[src/rtl/imem_uart_loader.sv]
// imem_uart_loader: packs a UART byte stream into 32-bit big-endian words
// (first byte = MSB) and writes them to the instruction RAM write port.
// A load ends at HALT_WORD (which is itself written) or when the RAM is full.
// Optional build macro LOADER_TIMEOUT_EN: discard a partial word after
// TIMEOUT_CYCLES idle cycles. When undefined, o_timeout is tied low.

module imem_uart_loader #(
   parameter int                  NB_DATA        = 32,
   parameter int                  NB_ADDR        = 8,
   parameter logic [NB_DATA-1:0]  HALT_WORD      = 32'hFFFF_FFFF,
   parameter int                  TIMEOUT_CYCLES = 100000
) (
   input  logic                 clk,
   input  logic                 i_rst_n,
   input  logic                 i_start,
   input  logic [7:0]           i_rx_data,
   input  logic                 i_rx_valid,
   output logic                 o_we,
   output logic [NB_ADDR-1:0]   o_addr,
   output logic [NB_DATA-1:0]   o_data,
   output logic                 o_busy,
   output logic                 o_done,
   output logic                 o_overflow,
   output logic                 o_timeout,
   output logic [NB_ADDR-2:0]   o_word_count
);

   // Capacity in words; o_word_count is one bit wider than a word index so
   // a completely full RAM can be reported.
   localparam int                 CAPACITY   = 2 ** (NB_ADDR - 2);
   localparam logic [NB_ADDR-2:0] CAP_WORDS  = (NB_ADDR - 1)'(CAPACITY);
   localparam logic [NB_ADDR-2:0] LAST_WORD  = (NB_ADDR - 1)'(CAPACITY - 1);
   localparam logic [NB_ADDR-1:0] WORD_BYTES = (NB_ADDR)'(4);

   // Reject configurations the packing and addressing logic cannot handle.
   if (NB_DATA != 32) begin : g_bad_width
      $error("imem_uart_loader: NB_DATA must be 32");
   end
   if (NB_ADDR < 3) begin : g_bad_addr
      $error("imem_uart_loader: NB_ADDR must be at least 3");
   end
   if (TIMEOUT_CYCLES < 1) begin : g_bad_timeout
      $error("imem_uart_loader: TIMEOUT_CYCLES must be at least 1");
   end

   typedef enum logic [1:0] {
      S_IDLE  = 2'd0,
      S_RECV  = 2'd1,
      S_WRITE = 2'd2,
      S_DONE  = 2'd3
   } state_t;

   state_t               state_q,    state_d;
   logic [NB_DATA-1:0]   word_q,     word_d;      // byte shift register
   logic [NB_DATA-1:0]   data_q,     data_d;      // last completed word
   logic [1:0]           byte_cnt_q, byte_cnt_d;
   logic [NB_ADDR-1:0]   base_q,     base_d;
   logic [NB_ADDR-2:0]   wc_q,       wc_d;
   logic                 ovf_q,      ovf_d;
   logic [NB_DATA-1:0]   word_shift;

`ifdef LOADER_TIMEOUT_EN
   localparam int            TMO_W    = $clog2(TIMEOUT_CYCLES + 1);
   localparam logic [TMO_W-1:0] TMO_LAST = TMO_W'(TIMEOUT_CYCLES - 1);

   logic [TMO_W-1:0]     tmo_cnt_q, tmo_cnt_d;
   logic                 tmo_q,     tmo_d;
`endif

   assign word_shift = {word_q[NB_DATA-9:0], i_rx_data};

   // Next-state and datapath update for every register.
   always_comb begin
      // NOTE: every target gets a default first, so no path through the
      // case statement can leave a signal unassigned and infer a latch.
      state_d    = state_q;
      word_d     = word_q;
      data_d     = data_q;
      byte_cnt_d = byte_cnt_q;
      base_d     = base_q;
      wc_d       = wc_q;
      ovf_d      = ovf_q;
`ifdef LOADER_TIMEOUT_EN
      tmo_cnt_d  = '0;
      tmo_d      = 1'b0;
`endif

      unique case (state_q)
         S_IDLE, S_DONE: begin
            if (i_start) begin
               state_d    = S_RECV;
               word_d     = '0;
               byte_cnt_d = '0;
               base_d     = '0;
               wc_d       = '0;
               ovf_d      = 1'b0;
            end else if (state_q == S_DONE && i_rx_valid && wc_q == CAP_WORDS) begin
               // Data kept coming after the RAM filled up.
               ovf_d = 1'b1;
            end
         end

         S_RECV: begin
            if (i_rx_valid) begin
               word_d     = word_shift;
               byte_cnt_d = byte_cnt_q + 2'd1;
               if (byte_cnt_q == 2'd3) begin
                  data_d  = word_shift;
                  state_d = S_WRITE;
               end
`ifdef LOADER_TIMEOUT_EN
            end else if (byte_cnt_q != 2'd0) begin
               if (tmo_cnt_q == TMO_LAST) begin
                  // Stalled mid-word: drop the partial word, keep the slot.
                  word_d     = '0;
                  byte_cnt_d = '0;
                  tmo_d      = 1'b1;
               end else begin
                  tmo_cnt_d = tmo_cnt_q + 1'b1;
               end
`endif
            end
         end

         S_WRITE: begin
            base_d = base_q + WORD_BYTES;
            wc_d   = wc_q + 1'b1;
            if (data_q == HALT_WORD || wc_q == LAST_WORD) begin
               state_d = S_DONE;
               if (i_rx_valid && wc_q == LAST_WORD) begin
                  ovf_d = 1'b1;
               end
            end else begin
               state_d = S_RECV;
               // A byte arriving during the write starts the next word.
               if (i_rx_valid) begin
                  word_d     = word_shift;
                  byte_cnt_d = byte_cnt_q + 2'd1;
               end
            end
         end

         default: state_d = S_IDLE;
      endcase
   end

   // State and datapath registers with asynchronous reset.
   always_ff @(posedge clk or negedge i_rst_n) begin
      if (!i_rst_n) begin
         state_q    <= S_IDLE;
         word_q     <= '0;
         data_q     <= '0;
         byte_cnt_q <= '0;
         base_q     <= '0;
         wc_q       <= '0;
         ovf_q      <= 1'b0;
      end else begin
         // NOTE: non-blocking assignments so every flop samples the values
         // computed from the previous cycle, independent of statement order.
         state_q    <= state_d;
         word_q     <= word_d;
         data_q     <= data_d;
         byte_cnt_q <= byte_cnt_d;
         base_q     <= base_d;
         wc_q       <= wc_d;
         ovf_q      <= ovf_d;
      end
   end

`ifdef LOADER_TIMEOUT_EN
   // Inter-byte idle counter and the one-cycle discard pulse.
   always_ff @(posedge clk or negedge i_rst_n) begin
      if (!i_rst_n) begin
         tmo_cnt_q <= '0;
         tmo_q     <= 1'b0;
      end else begin
         tmo_cnt_q <= tmo_cnt_d;
         tmo_q     <= tmo_d;
      end
   end

   assign o_timeout = tmo_q;
`else
   assign o_timeout = 1'b0;
`endif

   // The RAM stores the word just below o_addr, so a write presents base+4;
   // otherwise o_addr shows the next free slot.
   assign o_we         = (state_q == S_WRITE);
   assign o_addr       = o_we ? (base_q + WORD_BYTES) : base_q;
   assign o_data       = data_q;
   assign o_busy       = (state_q == S_RECV) || (state_q == S_WRITE);
   assign o_done       = (state_q == S_DONE);
   assign o_overflow   = ovf_q;
   assign o_word_count = wc_q;

endmodule
[config.mk]
export PLATFORM = sky130hd
export DESIGN_NAME = imem_uart_loader
export DESIGN_NICKNAME = d
export VERILOG_FILES = /design/src/rtl/imem_uart_loader.sv
export SDC_FILE = /design/constraint.sdc
export NUM_CORES = 1
export LEC_CHECK = 0
export CAP_MARGIN = 15
export CORE_AREA = 2 2 85 87
export CTS_CLUSTER_DIAMETER = 150
export DETAILED_ROUTE_END_ITERATION = 10
export DIE_AREA = 0 0 87 89
export GPL_TIMING_DRIVEN = 0
export MAX_ROUTING_LAYER = met4
export PLACE_DENSITY = 0.76
export REMOVE_ABC_BUFFERS = 1
export SYNTH_ARGS = -nofsm -noshare
export SYNTH_HDL_FRONTEND = slang
export SYNTH_SLANG_ARGS = --single-unit
[constraint.sdc]
create_clock -name clk -period 2.2 [get_ports clk]
set_input_delay 0.44 -clock clk [delete_from_list [all_inputs] [get_ports clk]]
set_output_delay 0.44 -clock clk [all_outputs]
set_load 0.05 [all_outputs]
==> impl_metrics.py <==
metrics = {
    "floorplanning": {
        "die_x_um": 87,
        "io_pins": 64,
        "die_area_um2": 7740,
        "rows": 30,
        "coreArea_um2": 6720,
        "initial_core_util_pct": 50.0,
        "die_h_um": 89,
    },
    "timing": {
        "fmax_mhz": 471,
        "post-route-period-util_pct": 96.5,
        "tightest_slew_ps": 536,
        "hold_violations": 0,
        "slew_violations": 0,
        "slew_headroom_pct": 64.2,
        "finalClockSkew_ps": 8.74,
        "fin_crit_ps": 2120,
        "setup_violations": 0,
    },
    "worst_setup_path": {
        "crit_arrival_ps": 1680,
        "crit_slowest_cell": "clkdlybuf4s50_1",
        "crit_fanout": 7,
        "required_ps": 1760,
        "r2r-start": "o_word_count[0]",
        "crit_chain": "clkdlybuf4s50_1",
        "worstSetupStartpointType": "flip-flop",
        "critPathLaunch": "o_word_count[2]",
        "crit_type": "reg2out",
        "cp.depth": 1,
        "critical-path-top-delay-family": "buffers and inverters",
        "worstRegToRegCells": 7,
        "path_buf_inv": 1,
        "critPathCaptureType": "output port",
        "worst_path_largest_cell_delay_ps": 850,
    },
    "worst_hold_path": {
        "hp-class": "reg2reg",
        "hold_start": "word_q[17]",
        "hold_path_depth": 1,
    },
    "final_layout": {
        "finish.utilization_pct": 64.5,
        "drive_above_1_share_pct": 24.9,
        "num_antenna_cells": 0,
        "areaGrowthSynthToFinish_pct": 28.9,
        "layout_common_cells": "72 x dfrtp_1, 50 x clkdlybuf4s50_1, 34 x mux2_2",
        "instances_no_fill": 425,
        "nFillCells": 543,
        "final_nets": 361,
        "layout_commonest_cell": "dfrtp_1",
    },
    "run_status": {
        "status": "completed",
    },
    "logic_synthesis": {
        "synthArstFlopShare_pct": 100,
        "ys_seq_elements": 74,
        "syn_inst": 268,
        "yosysTopAreaCell": "dfrtp_1",
        "synth_edf_count": 0,
        "synth_top_flop_cell": "dfrtp_1",
        "synth_top_area_share_pct": 55.1,
        "yosys_warnings": 0,
        "syn_area_per_cell_um2": 12.5,
        "seq_area_frac_synth_pct": 55.1,
        "synth_area_leaders": "dfrtp_1 55%, mux2_2 11%, a22o_1 6.5%",
        "netlist_area_um2": 3360,
        "synth.distinct_cells": 45,
    },
    "pwr": {
        "ir_worst_vdd_mv": 1.05,
        "p_leak_nw": 1.95,
        "p_per_area_nw_per_um2": 1570,
    },
    "global_routing": {
        "gr-usage-all-layers_pct": 20.2,
        "grt_pass1_wl_um": 11600,
        "grtUsageMet3_pct": 4.06,
        "grt_max_degree": 52,
        "gr-usage-met1_pct": 25.5,
        "grt_pass1_vias": 2387,
        "busiest_layer": "met2",
        "antenna_found_initial": 0,
        "grt_util_met2_pct": 32.1,
        "grt_overflow": 0,
    },
    "place": {
        "dpl.hpwl_um": 4600,
        "portBuffers": 60,
        "gp_congestion": 0.781,
        "dp.cells": 396,
    },
    "drt": {
        "ant_nets": 0,
        "vias": 2407,
        "viasPerCell": 5.66,
        "wl_per_cell_um": 17.5,
        "routed_wl_um": 7460,
        "dr.pass1.iters": 4,
        "drt_iter0_drc": 163,
        "drc": 0,
    },
    "clock_tree": {
        "clock_path_buffers": 2,
        "clk_pin_slew_ps": 80,
        "cts_max_level": 3,
        "cts_tree": "yes",
        "cts_made_buffers": 9,
        "cts_num_sinks": 74,
        "root_buffer": "clkbuf_8",
        "clock_latency_ps": 340,
    },
    "flow_run": {
        "maxCapViolCount": 0,
    },
}
timing repair:
| action | CTS | global route |
|---|---|---|
| gates cloned | 1 | 1 |
| endpoints found under the setup margin | 37 | 64 |
| setup buffers | 3 | 7 |
| hold buffers | 1 | 0 |
| hold endpoints to repair | 4 | 0 |
| pin swaps | 1 | 1 |
| gates resized for setup | 40 | 13 |
cells by family after synthesis:
family          count (synthesis)  synth area share (%)
compound gates                 56                  13.3
xor+xnor                        8                  2.08
fa+ha+maj                       9                  3.35
buf+inv                        23                  3.94
flops                          74                  55.1
mux                            37                  12.3
other cells                     1                 0.112
simple gates                   60                  9.86
Yosys cell counts, types with 2 or more instances:
cell type,number
o21ai_0,9
nor3_1,4
a21oi_1,7
nor2_1,10
a22oi_1,2
a22o_1,25
dfrtp_1,74
buf_1,2
nand4_1,12
nand3_1,8
o221ai_1,2
xnor2_1,5
buf_4,4
nand2_1,14
mux2i_1,3
mux2_2,34
clkbuf_1,4
and4b_1,2
xor2_1,3
buf_6,4
o21a_1,2
inv_1,7
ha_1,9
report_power, final:
part	internal [W]	switching, W	total, W
Clock	0.000557	0.000505	0.00106
Combinational	0.00130	0.00214	0.00344
Sequential	0.00187	0.000421	0.00229
Total	0.00372	0.00307	0.00679
routing by layer:
layer	vias up	share of wire, %
li1	1132	-
met1	1186	46
met2	78	49
met3	11	4.1
met4	0	1.8
met5	-	0
final cells by class:
| cell class | instances | area, um2 | share of cell area, % |
|---|---|---|---|
| tap | 80 | 100 | 2.31 |
| sequential | 74 | 1850 | 42.8 |
| clock inverter | 6 | 65.1 | 1.50 |
| timing repair buffer | 72 | 683 | 15.8 |
| multi-input combinational | 175 | 1460 | 33.7 |
| inverter | 8 | 33.8 | 0.779 |
| clock buffer | 10 | 138 | 3.18 |
through the flow:
step / setup TNS (ps) / setup slack (ps) / total power (W) / area (um2) / hold slack (ps)
2_1_floorplan: -5860 / -627 / 0.00444 / 3270 / 144
3_3_place_gp: -168540 / -1810 / 0.00541 / 3970 / 486
3_5_place_dp: -16730 / -617 / 0.00549 / 4000 / 366
4_1_cts: 0 / 0.0826 / 0.00666 / 4230 / 509
5_1_grt: -8.47 / -8.47 / 0.00715 / 4330 / 518
6_report: 0 / 76.9 / 0.00679 / 4330 / 503
registers in the layout, indices dropped and copies added (netlist names):
name,cells
word_q,24
o_overflow,1
o_data,32
state_q,2
byte_cnt_q,2
o_word_count,7
base_q,6
path summary, 6_finish.rpt:
kind	endpoint	slack (ps)
max in group asynchronous	o_data[16]	1100
min	word_q[17]	500
min reg2reg	word_q[17]	500
max	o_word_count[2]	80
min in group asynchronous	o_word_count[0]	540
max reg2reg	word_q[11]	110
Note: power is estimated with default switching activity, not from simulation.
